==> src/rtl/nv_nvdla_sdp_mrdma_pkg.sv <==
// Shared definitions for the SDP MRDMA read-request arbiter.
//   arb_state_e          : sequencer states (IDLE -> RUN -> DONE -> IDLE)
//   SDP_MRDMA_RD_REQ_PW  : read-request payload width
//   REQ_MUL/REQ_ALU/REQ_BN : requester index assignment on the shared channel
package nv_nvdla_sdp_mrdma_pkg;

  localparam int SDP_MRDMA_RD_REQ_PW = 79;

  typedef enum logic [1:0] {
    IDLE = 2'd0,
    RUN  = 2'd1,
    DONE = 2'd2
  } arb_state_e;

  localparam logic [1:0] REQ_MUL = 2'd0;
  localparam logic [1:0] REQ_ALU = 2'd1;
  localparam logic [1:0] REQ_BN  = 2'd2;

endpackage

==> src/rtl/nv_nvdla_sdp_mrdma_rr_pick.sv <==
// Combinational round-robin picker.
// Ports:
//   req_i   : request vector, one bit per requester
//   ptr_i   : index searched first (must be < NREQ)
//   en_i    : when low, nothing is granted
//   grant_o : one-hot grant (or zero)
//   idx_o   : index of the granted requester
//   any_o   : a grant was issued
module nv_nvdla_sdp_mrdma_rr_pick #(
  parameter int NREQ = 3
) (
  input  logic [NREQ-1:0] req_i,
  input  logic [1:0]      ptr_i,
  input  logic            en_i,
  output logic [NREQ-1:0] grant_o,
  output logic [1:0]      idx_o,
  output logic            any_o
);

  // cand[k] is the requester examined at priority position k: (ptr + k) mod NREQ.
  // ptr < NREQ, so one conditional subtract is enough for the wrap.
  logic [2:0] sum  [NREQ];
  logic [1:0] cand [NREQ];

  for (genvar gi = 0; gi < NREQ; gi++) begin : g_cand
    assign sum[gi]  = {1'b0, ptr_i} + 3'(gi);
    assign cand[gi] = (sum[gi] >= 3'(NREQ)) ? 2'(sum[gi] - 3'(NREQ)) : sum[gi][1:0];
  end

  always_comb begin
    grant_o = '0;
    idx_o   = '0;
    any_o   = 1'b0;
    for (int k = 0; k < NREQ; k++) begin
      if (en_i && !any_o && req_i[cand[k]]) begin
        any_o          = 1'b1;
        idx_o          = cand[k];
        grant_o[cand[k]] = 1'b1;
      end
    end
  end

endmodule

==> src/rtl/nv_nvdla_sdp_mrdma_rd_req_arb.sv <==
// Round-robin arbiter / sequencer for the SDP MRDMA ingress read-request path.
// Shares one read-request channel among NREQ requesters and issues exactly
// reg2dp_req_total requests per layer, then pulses arb_op_done.
// Ports:
//   nvdla_core_clk / nvdla_core_rstn : clock, async active-low reset
//   op_load, reg2dp_req_total        : layer start pulse and request count
//   req_valid / req_pd / req_ready   : per-requester handshake (payload i at [i*PW +: PW])
//   arb_rd_req_valid/_pd/_ready      : registered output request stage
//   arb_busy, arb_op_done            : in RUN / one-cycle end-of-layer pulse
//   arb_last_id                      : index of the most recent grant
module nv_nvdla_sdp_mrdma_rd_req_arb
  import nv_nvdla_sdp_mrdma_pkg::*;
#(
  parameter int NREQ = 3,
  parameter int PW   = SDP_MRDMA_RD_REQ_PW,
  parameter int CW   = 14
) (
  input  logic                 nvdla_core_clk,
  input  logic                 nvdla_core_rstn,
  input  logic                 op_load,
  input  logic [CW-1:0]        reg2dp_req_total,
  input  logic [NREQ-1:0]      req_valid,
  input  logic [NREQ*PW-1:0]   req_pd,
  output logic [NREQ-1:0]      req_ready,
  output logic                 arb_rd_req_valid,
  output logic [PW-1:0]        arb_rd_req_pd,
  input  logic                 arb_rd_req_ready,
  output logic                 arb_busy,
  output logic                 arb_op_done,
  output logic [1:0]           arb_last_id
);

  arb_state_e    state_q, state_d;
  logic [1:0]    rr_ptr_q, rr_ptr_d;
  logic [CW-1:0] issued_cnt_q, issued_cnt_d;
  logic [CW-1:0] total_q, total_d;
  logic          valid_q, valid_d;
  logic [1:0]    last_id_q, last_id_d;
  logic [PW-1:0] pd_q, pd_d;

  logic [PW-1:0] pd_arr [NREQ];
  logic [PW-1:0] pd_sel;
  logic [NREQ-1:0] grant;
  logic [1:0]    gnt_idx;
  logic          gnt_any;
  logic          take;
  logic          pick_en;
  logic          xfer;

  for (genvar gi = 0; gi < NREQ; gi++) begin : g_unpack
    assign pd_arr[gi] = req_pd[gi*PW +: PW];
  end

  // Output slot can accept a new request when empty or draining this cycle.
  assign take    = !valid_q || arb_rd_req_ready;
  assign pick_en = (state_q == RUN) && take && (issued_cnt_q < total_q);

  nv_nvdla_sdp_mrdma_rr_pick #(.NREQ(NREQ)) u_pick (
    .req_i   (req_valid),
    .ptr_i   (rr_ptr_q),
    .en_i    (pick_en),
    .grant_o (grant),
    .idx_o   (gnt_idx),
    .any_o   (gnt_any)
  );

  assign xfer = gnt_any && |(req_valid & grant);

  // One-hot AND-OR payload mux.
  always_comb begin
    pd_sel = '0;
    for (int i = 0; i < NREQ; i++) begin
      if (grant[i]) pd_sel = pd_sel | pd_arr[i];
    end
  end

  always_comb begin
    state_d      = state_q;
    rr_ptr_d     = rr_ptr_q;
    issued_cnt_d = issued_cnt_q;
    total_d      = total_q;
    valid_d      = valid_q;
    last_id_d    = last_id_q;
    pd_d         = pd_q;

    if (take) valid_d = xfer;
    if (xfer) begin
      pd_d         = pd_sel;
      issued_cnt_d = issued_cnt_q + CW'(1);
      rr_ptr_d     = (gnt_idx == 2'(NREQ - 1)) ? 2'd0 : gnt_idx + 2'd1;
      last_id_d    = gnt_idx;
    end

    unique case (state_q)
      IDLE: begin
        if (op_load) begin
          state_d      = RUN;
          total_d      = reg2dp_req_total;
          issued_cnt_d = '0;
        end
      end
      RUN: begin
        // Leave only once the last issued request has left (or is leaving) the slot.
        if ((issued_cnt_q == total_q) && take) state_d = DONE;
      end
      DONE:    state_d = IDLE;
      default: state_d = IDLE;
    endcase
  end

  always_ff @(posedge nvdla_core_clk or negedge nvdla_core_rstn) begin
    if (!nvdla_core_rstn) begin
      state_q      <= IDLE;
      rr_ptr_q     <= REQ_MUL;
      issued_cnt_q <= '0;
      total_q      <= '0;
      valid_q      <= 1'b0;
      last_id_q    <= REQ_MUL;
    end else begin
      state_q      <= state_d;
      rr_ptr_q     <= rr_ptr_d;
      issued_cnt_q <= issued_cnt_d;
      total_q      <= total_d;
      valid_q      <= valid_d;
      last_id_q    <= last_id_d;
    end
  end

  // Payload register is deliberately not reset; it is qualified by valid_q.
  always_ff @(posedge nvdla_core_clk) begin
    pd_q <= pd_d;
  end

  assign req_ready        = grant;
  assign arb_rd_req_valid = valid_q;
  assign arb_rd_req_pd    = pd_q;
  assign arb_busy         = (state_q == RUN);
  assign arb_op_done      = (state_q == DONE);
  assign arb_last_id      = last_id_q;

endmodule

==> config.mk <==
export PLATFORM = sky130hd
export DESIGN_NAME = nv_nvdla_sdp_mrdma_rd_req_arb
export DESIGN_NICKNAME = d
export VERILOG_FILES = /design/src/rtl/nv_nvdla_sdp_mrdma_pkg.sv /design/src/rtl/nv_nvdla_sdp_mrdma_rr_pick.sv /design/src/rtl/nv_nvdla_sdp_mrdma_rd_req_arb.sv
export SDC_FILE = /design/constraint.sdc
export NUM_CORES = 1
export LEC_CHECK = 0
export CORE_AREA = 2 2 134 136
export CTS_CLUSTER_SIZE = 8
export DETAILED_ROUTE_END_ITERATION = 7
export DIE_AREA = 0 0 136 138
export DONT_BUFFER_PORTS = 1
export PLACE_DENSITY_LB_ADDON = 0.15
export SYNTH_ARGS = -nofsm -noshare
export SYNTH_HDL_FRONTEND = slang
export SYNTH_SLANG_ARGS = --single-unit
export TNS_END_PERCENT = 10
==> constraint.sdc <==
create_clock -name nvdla_core_clk -period 5.1 [get_ports nvdla_core_clk]
set_clock_uncertainty 0.2 [all_clocks]
set_input_delay 1.02 -clock nvdla_core_clk [delete_from_list [all_inputs] [get_ports nvdla_core_clk]]
set_output_delay 1.02 -clock nvdla_core_clk [all_outputs]
set_load 0.05 [all_outputs]
* Word-level counts from Yosys, hierarchy flattened
Cells that the tools add are included.
** Storage, ports and cells
- Bits of input ports :: 258
- RAM bits :: 0
- Bits in latches :: 0
- ROM bits :: 0
- Memories kept :: 0
- Register bits after elaboration :: 114
** Operators by class
- Equal/unequal tests :: 6
- Order comparisons :: 10
- Reductions and logical operators :: 20
- Bitwise logic cells :: 5
- $add $sub $neg :: 7
- Div/mod/pow operators :: 0
- Multiplexer cells :: 34
- Multipliers :: 0
- Shift-type cells :: 0
** Operator list (count)
- two-way mux 79 bit :: 3
- bitwise OR 79 bit :: 2
- two-way mux 14 bit :: 3
- two-way mux 2 bit :: 9
- adder 14 x 1 -> 14 bit, second input constant :: 1
- == test 14 bit :: 1
- < comparator 14 bit :: 1
- logical AND 1 bit :: 12
- < comparator 2 x 3 -> 1 bit, second input constant :: 3
- two-way mux 1 bit :: 9
- two-way mux 3 bit :: 3
- binary-select mux 1 bit (select 2 bit) :: 3
- demux 1 bit (select 2 bit) :: 3
- >= comparator 2 x 1 -> 1 bit, second input constant :: 3
- >= comparator 3 x 2 -> 1 bit, second input constant :: 2
- bitwise OR 3 bit :: 2
- subtractor 2 bit, second input constant :: 3
- == test 2 bit, second input constant :: 2
- one-hot mux 2 bit (2 select lines) :: 1
- AND reduction 2 bit :: 2
- adder 2 x 1 -> 3 bit, second input constant :: 1
- adder 2 x 2 -> 3 bit, second input constant :: 1
- AND 3 bit :: 1
- logical NOT 1 bit :: 3
- other kinds (8) :: 8

* Logic depth before layout (Yosys ltp)
Gate-level depths: netlist of the first run.
- Depth after elaboration :: 20
- Depth in mapped cells :: 11
- Depth with buffers taken out :: 9

* Cells and area by module
From an unflattened synthesis of the first run, not the netlist that was laid out.
** Unflattened totals
- Cells, all modules :: 499
- Area, all modules :: 5750.5 um2
** Modules (own cells, without submodules)
- nv_nvdla_sdp_mrdma_rd_req_arb :: cells each 454, seq. area each 3248.1 um2, instances 1, area each 5401.4 um2
- nv_nvdla_sdp_mrdma_rr_pick :: cells each 45, seq. area each 0.0 um2, instances 1, area each 349.1 um2

* Least setup slack after synthesis of the first run
Ideal clock, no wire load.
- Kind :: in2reg
- Start :: in req_valid[2]
- End :: reg pd_q[0], in the netlist arb_rd_req_pd[0], enable pin
- Path buffers :: 2
- Stages :: 7
- Arrival time :: 3635 ps
- Slack :: 861 ps
- Required time :: 4496 ps
- Path through :: clkbuf_1 nor2_1 or4b_1 o22a_1 a31o_1 a211oi_2 buf_2
** On the way
- Longest elaborated chain between the ends :: 15
** RTL lines
- start: declaration :: RTL line nv_nvdla_sdp_mrdma_rd_req_arb.sv:22 : input logic [NREQ-1:0] req_valid,
- binary-select mux 1 bit (select 2 bit) :: RTL line nv_nvdla_sdp_mrdma_rr_pick.sv:35 : if (en_i && !any_o && req_i[cand[k]]) begin
- two-way mux 1 bit (implied by the code) :: RTL line nv_nvdla_sdp_mrdma_rr_pick.sv:35
- logical AND 1 bit :: RTL line nv_nvdla_sdp_mrdma_rr_pick.sv:35
- two-way mux 1 bit :: RTL line nv_nvdla_sdp_mrdma_rr_pick.sv:35
- logical NOT 1 bit :: RTL line nv_nvdla_sdp_mrdma_rr_pick.sv:35
- logical AND 1 bit (2 in series) :: RTL line nv_nvdla_sdp_mrdma_rr_pick.sv:35
- two-way mux 1 bit :: RTL line nv_nvdla_sdp_mrdma_rr_pick.sv:35
- logical NOT 1 bit :: RTL line nv_nvdla_sdp_mrdma_rr_pick.sv:35
- logical AND 1 bit (2 in series) :: RTL line nv_nvdla_sdp_mrdma_rr_pick.sv:35
- two-way mux 3 bit :: RTL line nv_nvdla_sdp_mrdma_rr_pick.sv:35
- AND 3 bit :: RTL line nv_nvdla_sdp_mrdma_rd_req_arb.sv:67 : assign xfer = gnt_any && |(req_valid & grant);
- OR reduction 3 bit :: RTL line nv_nvdla_sdp_mrdma_rd_req_arb.sv:67
- logical AND 1 bit * :: RTL line nv_nvdla_sdp_mrdma_rd_req_arb.sv:67
- net xfer :: RTL line nv_nvdla_sdp_mrdma_rd_req_arb.sv:48 : logic xfer;
- end signal: assignment :: RTL line nv_nvdla_sdp_mrdma_rd_req_arb.sv:131 : pd_q <= pd_d;
- end: declaration :: RTL line nv_nvdla_sdp_mrdma_rd_req_arb.sv:39 : logic [PW-1:0] pd_q, pd_d;
The timed path passes the listed nets; every way through them passes the cells marked *. The select of a mux whose other input is x is not followed.
A chain may end at the register's enable or synchronous reset.

* Final worst setup path of the first run
- Start :: reg rr_ptr_q[0]
- End :: out req_ready[2]
** On the way
- Longest elaborated chain between the ends :: 14
** RTL lines
- start: declaration :: RTL line nv_nvdla_sdp_mrdma_rd_req_arb.sv:34 : logic [1:0] rr_ptr_q, rr_ptr_d;
- start signal: assignment :: RTL line nv_nvdla_sdp_mrdma_rd_req_arb.sv:121 : rr_ptr_q <= rr_ptr_d;
- branches (longest 13 deep; another with adder 2 x 1 -> 3 bit)
- two-way mux 3 bit * :: RTL line nv_nvdla_sdp_mrdma_rr_pick.sv:35
- end: declaration :: RTL line nv_nvdla_sdp_mrdma_rd_req_arb.sv:24 : output logic [NREQ-1:0] req_ready,
Mark *: on every way between the ends. The select of a mux whose other input is x is not followed.

==> results.sh, run 1 <==
export IMPL_synth_edf_count=79
export IMPL_vias_per_cell=5.88
export IMPL_fmax_ghz=0.236
export IMPL_post_place_ws_ps=1230
export IMPL_crit_fanout=41
export IMPL_synth_fa_ha_area_frac=0.0411
export IMPL_start_util=0.344
export IMPL_coreArea_um2=17500
export IMPL_setup_viol=0
export IMPL_hold_viol_final=0
export IMPL_cts_sinks=114
export IMPL_grt_max_degree=80
export IMPL_overflow=0
export IMPL_clk_pin_slew_worst_paths_ps=60
export IMPL_critPathSlowestCell="or4b_1"
export IMPL_antenna_found_initial=6
export IMPL_post_cts_buffers=0
export IMPL_drt_pass1_iterations=4
export IMPL_yosysMostFrequentCell="a221o_1"
export IMPL_drive_gt1_frac=0.0888
export IMPL_die_w_um=136
export IMPL_synthesis_area_per_instance_um2=11.4
export IMPL_status="finished, final reports clean"
export IMPL_wl_per_cell_um=26.0
export IMPL_num_vias=4491
export IMPL_synthCells=527
export IMPL_cp_end_kind="output pin"
export IMPL_max_slew_margin=0.194
export IMPL_synth_top_family_by_area="compound AO/OA/AOI/OAI gates"
export IMPL_drt_iter0_drc=368
export IMPL_placed_area_um2=6270
export IMPL_ctsHoldBuffers=0
export IMPL_async_flop_share=0.307
export IMPL_power_density_nw_per_um2=827
export IMPL_rsz0062_at_grt="no"
export IMPL_yosys_cell_types_count=49
export IMPL_detail_route_drc_violations=0
export IMPL_synthTopCellsByCount="80 x a221o_1, 79 x edfxtp_1, 60 x and2_0, 35 x dfrtp_1"
export IMPL_ir_worst_vdd_mv=0.368
export IMPL_ant_nets=0
export IMPL_finalSetupTns_ps=0
export IMPL_clk_path_buf_depth=2
export IMPL_clkLatencyLatePin_ps=410
export IMPL_synth_top_area_share=0.393
export IMPL_ys_ff_latch=114
export IMPL_fin_crit_sh=0.832
export IMPL_drv_cap=0
export IMPL_rows=49
export IMPL_timing_final_max_slew_violations=0
export IMPL_synth_compound_area_frac=0.202
export IMPL_postRouteWirelength_mm=19.9
export IMPL_arrival_ps=3020
export IMPL_max_stage_delay_ps=480
export IMPL_finalCriticalPeriod_ps=4240
export IMPL_syn_to_final_growth_pct=13.7
export IMPL_die_area_um2=18800
export IMPL_syn_num_nets=804
export IMPL_grt_first_pass_wirelength_mm=28.9
export IMPL_worst_slew_pin_slew_ps=1210
export IMPL_syn_area_um2=6030
export IMPL_n_fill_cell=1726
export IMPL_port_buffer_count=0
export IMPL_hpwl_mm=15.0
export IMPL_yosys_area_share_simple=0.167
export IMPL_ios=345
export IMPL_worstSetupPathType="reg2out"
export IMPL_timing_final_ws_setup_ps=855
export IMPL_startpoint_type="flop"
export IMPL_holdWs_ps=102
export IMPL_muxShareOfSynthArea=0.00664
export IMPL_worstPathCellList="inv_1, ha_1, mux2i_1, or4b_1, nand3_1, nor3b_2, buf_4"
export IMPL_cts_buffers=17
export IMPL_cp_data_required_time_ps=3880
export IMPL_hold_path_class="in2async"
export IMPL_ys_seq_area_frac=0.539
export IMPL_cts_htree_levels=4
export IMPL_final_util=0.391
export IMPL_cellLeakagePower_uw=0.00264
export IMPL_yosys_warnings=0
export IMPL_grt_pass1_vias=4555
export IMPL_ys_flop_type="edfxtp_1"
export IMPL_cts_root_buf="clkbuf_16"
export IMPL_synth_largest_area_cell="edfxtp_1"
export IMPL_gp_congestion=0.823
export IMPL_fin_nets=793
export IMPL_cts_resized=0
export IMPL_synth_area_leaders="edfxtp_1 39%, dfrtp_1 15%, a221o_1 13%"
export IMPL_cts_tree="yes"
export IMPL_fin_area_um2=6860
export IMPL_die_y_um=138
export IMPL_grt_usage=0.210
export IMPL_synth_xor_area_share=0.00145
## path summary, 6_finish.rpt
| path | depth (start not counted) | start | slack, ps | to |
|---|---|---|---|---|
| min in group nvdla_core_clk | 1 | state_q[1]$_DFFE_PN0P_ | 290 | state_q[0]$_DFFE_PN0P_ |
| max | 7 | rr_ptr_q[0]$_DFFE_PN0P_ | 860 | req_ready[2] |
| min | 0 | nvdla_core_rstn | 100 | issued_cnt_q[4]$_DFF_PN0_ |
| min reg2reg | 1 | state_q[1]$_DFFE_PN0P_ | 290 | state_q[0]$_DFFE_PN0P_ |
| max in group asynchronous | 0 | nvdla_core_rstn | 4510 | issued_cnt_q[10]$_DFF_PN0_ |
| max reg2reg | 9 | issued_cnt_q[3]$_DFF_PN0_ | 1450 | arb_rd_req_pd[55]$_DFFE_PP_ |
## registers in the layout, indices dropped and copies added (netlist names)
register,cells
total_q,14
arb_last_id,2
issued_cnt_q,14
arb_rd_req_valid,1
state_q,2
arb_rd_req_pd,79
rr_ptr_q,2
## power by group
part | internal, uW | leakage [uW] | switching (uW)
Sequential | 1630 | 0.00118 | 1410
Combinational | 570 | 0.00119 | 897
Clock | 740 | 0.000274 | 419
Total | 2940 | 0.00264 | 2730
## area by class of cell
type / instances / area (um2) / share of cell area
repair buffers: 8 / 72.6 / 0.0106
flip-flops and latches: 114 / 3250 / 0.474
clock inverters: 10 / 110 / 0.0161
multi-input cells: 348 / 2560 / 0.373
inverters: 27 / 101 / 0.0148
clock buffers: 22 / 464 / 0.0677
well taps: 229 / 287 / 0.0418
diodes: 6 / 15.0 / 0.00219
## stage by stage
step | total power (uW) | std cells
2_1_floorplan | 4070 | 527
3_3_place_gp | 4500 | 726
3_5_place_dp | 4540 | 726
4_1_cts | 5720 | 758
5_1_grt | 5930 | 764
6_report | 5670 | 764
## logic make-up after synthesis
group                    count (synthesis)
AND/OR/NAND/NOR                        177
XOR/XNOR                                 1
AO/OA/AOI/OAI                          146
adder cells (fa/ha/maj)                 20
multiplexers                             4
flip-flops                             114
buffers and inverters                   65
## per-layer routing
layer	share of wire	routed length, um	global-route usage	up-vias
met1	0.37	7310	0.223	2223
met5	0	0	0	-
met4	0.021	418	0.0894	0
met3	0.081	1610	0.0803	25
li1	-	-	-	2003
met2	0.53	10600	0.367	240
## critical path, delay by kind of cell (launching register included)
| kind | cells | cell delay (ps) |
|---|---|---|
| AND/OR/NAND/NOR | 3 | 890 |
| flip-flops | 1 | 410 |
| adder cells (fa/ha/maj) | 1 | 370 |
| buffers and inverters | 2 | 540 |
| multiplexers | 1 | 390 |
## layout by cell type (no fill, tap or decap), types with 2 or more instances in the layout
cell type,instances
a21o_1,4
a21oi_1,18
a221o_1,80
a31o_1,2
a31o_2,5
a31oi_1,2
and2_0,60
and2_1,22
and3_1,7
buf_4,7
bufinv_16,2
clkbuf_1,3
clkbuf_16,17
clkbuf_8,2
clkinv_2,3
clkinvlp_4,3
dfrtp_1,35
diode_2,6
edfxtp_1,79
ha_1,19
inv_1,27
mux2i_1,4
nand2_1,33
nand2b_1,6
nand3_1,5
nand4_1,8
nor2_1,14
nor2b_1,5
nor3_1,3
o21ai_0,20
o221ai_1,2
o31ai_1,2
or4b_1,3
No activity file was read; power rests on OpenSTA's default activity.
==> run 2, diff against run 1 <==
- clock period: 5.1 -> 3.98 ns (I/O delays scaled with it)
==> run 2 against run 1 <==
Compared with the run above: combinational power up 35%; first-iteration DRC count fell by 27%; hold slack got worse by 83 ps; wire length is 2.5% lower; clock power rose by 29%; clock-buffer cell count shrank 2; largest power group unchanged; highest routed layer unchanged.
==> results.sh, run 2 (same netlist as run 1, synthesis figures left out) <==
export IMPL_status="finished, final reports clean"
export IMPL_startpoint_type="flop"
export IMPL_detail_route_drc_violations=0
export IMPL_grt_max_degree=73
export IMPL_critPathSlowestCell="a31oi_4"
export IMPL_crit_fanout=11
export IMPL_max_slew_margin=0.358
export IMPL_drv_cap=0
export IMPL_clkLatencyLatePin_ps=410
export IMPL_hold_path_class="in2async"
export IMPL_holdWs_ps=19.1
export IMPL_antenna_found_initial=8
export IMPL_timing_rr_start="rr_ptr_q[1]$_DFFE_PN0P_"
export IMPL_cts_root_buf="clkbuf_16"
export IMPL_syn_to_final_growth_pct=15.6
export IMPL_arrival_ps=2870
export IMPL_drt_iter0_drc=267
export IMPL_worst_slew_pin_slew_ps=963
export IMPL_overflow=0
export IMPL_cp_data_required_time_ps=2980
export IMPL_power_density_nw_per_um2=1060
export IMPL_grt_usage=0.206
export IMPL_ir_worst_vdd_mv=0.460
export IMPL_grt_pass1_vias=4549
export IMPL_p_total_uw=7390
export IMPL_fin_area_um2=6970
export IMPL_fmax_ghz=0.258
export IMPL_start_util=0.344
export IMPL_wl_per_cell_um=25.2
export IMPL_dp_cells=729
export IMPL_largest_reg_flops=79
export IMPL_worstPathCellList="ha_1, a21o_1, a21oi_1, o221ai_1, a221o_1, or2_4, a31oi_4"
export IMPL_cts_tree="yes"
export IMPL_timing_final_max_slew_violations=0
export IMPL_gp_congestion=0.831
export IMPL_port_buffer_count=0
export IMPL_finalCriticalPeriod_ps=3870
export IMPL_n_fill_cell=1709
export IMPL_ant_nets=0
export IMPL_p_sw_frac=0.480
export IMPL_vias_per_cell=5.81
export IMPL_p_sw_uw=3550
export IMPL_max_stage_delay_ps=500
export IMPL_fin_nets=797
export IMPL_comb_power_share=0.269
export IMPL_postRouteWirelength_mm=19.4
export IMPL_placed_area_um2=6340
export IMPL_post_cts_buffers=0
export IMPL_pwr_share_clk=0.203
export IMPL_rsz0062_at_grt="yes"
export IMPL_power_frac_seq=0.529
export IMPL_fin_crit_sh=0.972
export IMPL_cts_buffers=17
export IMPL_clk_path_buf_depth=2
export IMPL_mostFrequentLayoutCells="80 x a221o_1, 79 x edfxtp_1, 60 x and2_0"
export IMPL_finalNonFillerCells=770
export IMPL_die_w_um=136
export IMPL_clk_pin_slew_worst_paths_ps=60
export IMPL_setup_viol=0
export IMPL_critPathLaunch="issued_cnt_q[3]$_DFF_PN0_"
export IMPL_rows=49
export IMPL_hold_viol_final=0
export IMPL_hpwl_mm=14.7
export IMPL_die_y_um=138
export IMPL_cp_end_kind="output pin"
export IMPL_grt_first_pass_wirelength_mm=28.3
export IMPL_worstSetupPathType="reg2out"
export IMPL_ios=345
export IMPL_cts_htree_levels=4
export IMPL_power_internal_uw=3840
export IMPL_cellLeakagePower_uw=0.00268
export IMPL_coreArea_um2=17500
export IMPL_final_common_cell="a221o_1"
export IMPL_die_area_um2=18800
export IMPL_drt_pass1_iterations=4
export IMPL_drive_gt1_frac=0.103
export IMPL_num_vias=4475
export IMPL_cts_sinks=114
-- run 2: cell type report --
type                    instances  area, um2  share of cell area
well taps                     229        287              0.0411
flip-flops and latches        114       3250               0.466
clock buffers                  20        447              0.0641
inverters                      27        101              0.0145
diodes                          8       20.0             0.00287
multi-input cells             348       2560               0.368
clock inverters                12        135              0.0194
repair buffers                 12        169              0.0242
-- run 2: what timing repair did --
item / CTS / global route
endpoints found under the hold margin: 35 / 0
setup endpoints to repair: 2 / 2
resized for setup: 2 / 1
hold buffers: 1 / 0
cloned: 0 / 0
-- run 2: power groups by stage --
| stage | logic [uW] | registers (uW) | clock network [uW] |
|---|---|---|---|
| 4_1_cts | 2010 | 3930 | 1540 |
| 3_3_place_gp | 1920 | 3950 | 0 |
| 3_5_place_dp | 1990 | 3930 | 0 |
| 2_1_floorplan | 1430 | 3780 | 0 |
| 6_report | 1990 | 3910 | 1500 |
| 5_1_grt | 2200 | 3970 | 1580 |
-- run 2: layer usage --
layer | vias up | GRT usage | wire (um)
li1 | 2020 | - | -
met1 | 2202 | 0.244 | 7730
met2 | 232 | 0.340 | 9680
met3 | 21 | 0.0744 | 1600
met4 | 0 | 0.0795 | 380
met5 | - | 0 | 0
-- run 2: final timing paths --
check | endpoint | slack [ps] | cells after the start
min | issued_cnt_q[1]$_DFF_PN0_ | 20 | 1
min reg2reg | state_q[0]$_DFFE_PN0P_ | 270 | 1
max | req_ready[0] | 110 | 7
max reg2reg | issued_cnt_q[3]$_DFF_PN0_ | 410 | 11
max in group asynchronous | rr_ptr_q[1]$_DFFE_PN0P_ | 3370 | 1
min in group nvdla_core_clk | state_q[0]$_DFFE_PN0P_ | 270 | 1
-- run 2: stage by stage --
stage / TNS [ps] / util / worst slack, ps
6_report: 0 / 0.398 / 111
5_1_grt: -34.4 / 0.397 / -34.4
4_1_cts: 0 / 0.396 / 47.6
3_5_place_dp: 0 / 0.362 / 422
3_3_place_gp: 0 / 0.362 / 455
2_1_floorplan: 0 / - / 184
-- run 2: worst max-delay path, delay by kind of cell, from the launching register on --
kind	cells	cell delay, ps
DFF	1	410
AOI/OAI and AO/OA	5	1400
adders and majority gates	1	320
and+or+nand+nor	1	320
==> run 3, diff against run 2 <==
- CORE_AREA: 2 2 134 136 -> 2 2 132 134
- DIE_AREA: 0 0 136 138 -> 0 0 134 136
- GPL_ROUTABILITY_DRIVEN: not set -> 0
==> run 3 against run 2 <==
Compared with the run above: wire length is 1.2% lower; clock-buffer cell count down 1; first-iteration DRC count up 7.9%; combinational power shrank 2%; die area shrank 2.9%; hold slack better by 250 ps; final cell count fell by 1.3%; global-route usage decreased by 0.23 points; critical path depth is the same; non-clock buffer count decreased by 1; sequential cell count stayed put.
==> results.sh, run 3 (same netlist as run 1, synthesis figures left out) <==
export IMPL_r2r_setup_slack_ps=410
export IMPL_grt_max_degree=81
export IMPL_clk_path_buf_depth=2
export IMPL_pwr_share_clk=0.218
export IMPL_wl_per_cell_um=25.2
export IMPL_largest_reg_flops=79
export IMPL_cts_tree="yes"
export IMPL_timing_final_max_slew_violations=0
export IMPL_p_sw_uw=3520
export IMPL_die_y_um=136
export IMPL_grt_first_pass_wirelength_mm=27.1
export IMPL_overflow=0
export IMPL_fin_crit_sh=0.971
export IMPL_num_vias=4456
export IMPL_detail_route_drc_violations=0
export IMPL_cellLeakagePower_uw=0.00269
export IMPL_ios=345
export IMPL_mostFrequentLayoutCells="80 x a221o_1, 79 x edfxtp_1, 60 x and2_0"
export IMPL_finalCriticalPeriod_ps=3870
export IMPL_cts_root_buf="clkbuf_16"
export IMPL_die_w_um=134
export IMPL_comb_power_share=0.261
export IMPL_post_place_ws_ps=462
export IMPL_drive_gt1_frac=0.0996
export IMPL_hold_path_class="reg2reg"
export IMPL_hp_start="state_q[1]$_DFFE_PN0P_"
export IMPL_power_frac_seq=0.521
export IMPL_post_cts_buffers=0
export IMPL_grt_usage=0.204
export IMPL_rows=48
export IMPL_fin_area_um2=6980
export IMPL_syn_to_final_growth_pct=15.8
export IMPL_drt_iter0_drc=288
export IMPL_power_internal_uw=3930
export IMPL_worstSetupPathType="reg2out"
export IMPL_timing_final_ws_setup_ps=114
export IMPL_finalNonFillerCells=760
export IMPL_arrival_ps=2870
export IMPL_worst_slew_pin_slew_ps=940
export IMPL_start_util=0.357
export IMPL_port_buffer_count=0
export IMPL_finalSetupTns_ps=0
export IMPL_final_common_cell="a221o_1"
export IMPL_setup_viol=0
export IMPL_cp_end_kind="output pin"
export IMPL_hold_viol_final=0
export IMPL_grt_pass1_vias=4384
export IMPL_placed_area_um2=6310
export IMPL_vias_per_cell=5.86
export IMPL_n_fill_cell=1598
export IMPL_die_area_um2=18200
export IMPL_cp_data_required_time_ps=2980
export IMPL_cts_buffers=17
export IMPL_crit_fanout=80
export IMPL_timing_rr_start="rr_ptr_q[1]$_DFFE_PN0P_"
export IMPL_clkLatencyLatePin_ps=420
export IMPL_status="finished, final reports clean"
export IMPL_max_slew_margin=0.372
export IMPL_clk_pin_slew_worst_paths_ps=50
export IMPL_ant_nets=0
export IMPL_drv_cap=0
export IMPL_cts_htree_levels=4
export IMPL_holdWs_ps=273
export IMPL_dp_cells=723
export IMPL_min_to="state_q[0]$_DFFE_PN0P_"
export IMPL_antenna_found_initial=2
export IMPL_hpwl_mm=14.4
export IMPL_ir_worst_vdd_mv=0.450
export IMPL_drt_pass1_iterations=5
export IMPL_p_sw_frac=0.473
export IMPL_rr_endpoint="issued_cnt_q[3]$_DFF_PN0_"
export IMPL_cts_sinks=114
export IMPL_coreArea_um2=16900
export IMPL_fin_nets=796
export IMPL_holdPathStages=1
export IMPL_fmax_ghz=0.259
export IMPL_postRouteWirelength_mm=19.2
export IMPL_power_density_nw_per_um2=1070
export IMPL_r2r_cells=10
export IMPL_startpoint_type="flop"
run 3: power groups by stage:
stage          combinational, uW  sequential [uW]  clock, uW
5_1_grt                     2140             3940       1710
3_3_place_gp                1860             3920          0
2_1_floorplan               1430             3780          0
3_5_place_dp                1930             3900          0
6_report                    1950             3880       1620
4_1_cts                     1930             3900       1660
run 3: worst max-delay path by stage:
stage | from | to | cells past startpoint | slack [ps]
after floorplan | issued_cnt_q[3]$_DFF_PN0_ | req_ready[1] | 9 | 180
after global placement | rr_ptr_q[1]$_DFFE_PN0P_ | issued_cnt_q[7]$_DFF_PN0_ | 10 | 470
after detailed placement | rr_ptr_q[1]$_DFFE_PN0P_ | issued_cnt_q[7]$_DFF_PN0_ | 10 | 460
after CTS | rr_ptr_q[0]$_DFFE_PN0P_ | req_ready[2] | 7 | 60
after global routing | rr_ptr_q[0]$_DFFE_PN0P_ | req_ready[2] | 7 | -20
final | rr_ptr_q[0]$_DFFE_PN0P_ | req_ready[2] | 7 | 110
run 3: routing by layer:
| layer | wire length, um | global-route usage | vias up | part of all wire |
|---|---|---|---|---|
| li1 | - | - | 2010 | - |
| met1 | 7170 | 0.236 | 2160 | 0.37 |
| met2 | 9630 | 0.339 | 263 | 0.50 |
| met3 | 2030 | 0.0861 | 23 | 0.11 |
| met4 | 322 | 0.0709 | 0 | 0.017 |
| met5 | 0 | 0 | - | 0 |
run 3: layout make-up:
class | instances | area [um2] | area share
diodes | 3 | 7.51 | 0.00108
clock buffers | 19 | 443 | 0.0634
clock inverters | 13 | 185 | 0.0265
inverters | 27 | 101 | 0.0145
multi-input cells | 348 | 2560 | 0.367
flip-flops and latches | 114 | 3250 | 0.465
well taps | 225 | 282 | 0.0403
repair buffers | 11 | 153 | 0.0219
run 3: stage by stage:
stage	total power, uW	utilization
detailed placement	5830	0.374
global placement	5780	0.374
floorplan	5210	-
finish	7450	0.414
global route	7790	0.414
CTS	7490	0.413
run 3: what timing repair did:
action,4_1_cts,5_1_grt
gates resized for setup,0,3
hold buffers,2,0
endpoints found under the setup margin,0,3
endpoints found under the hold margin,35,0
run 3: critical path, cell delays in order, from the launching register on:
cell	delay, ps
dfrtp_1	410
inv_1	100
ha_2	290
mux2i_1	340
or4b_1	470
nand3_1	160
nor3b_2	250
clkbuf_16	300
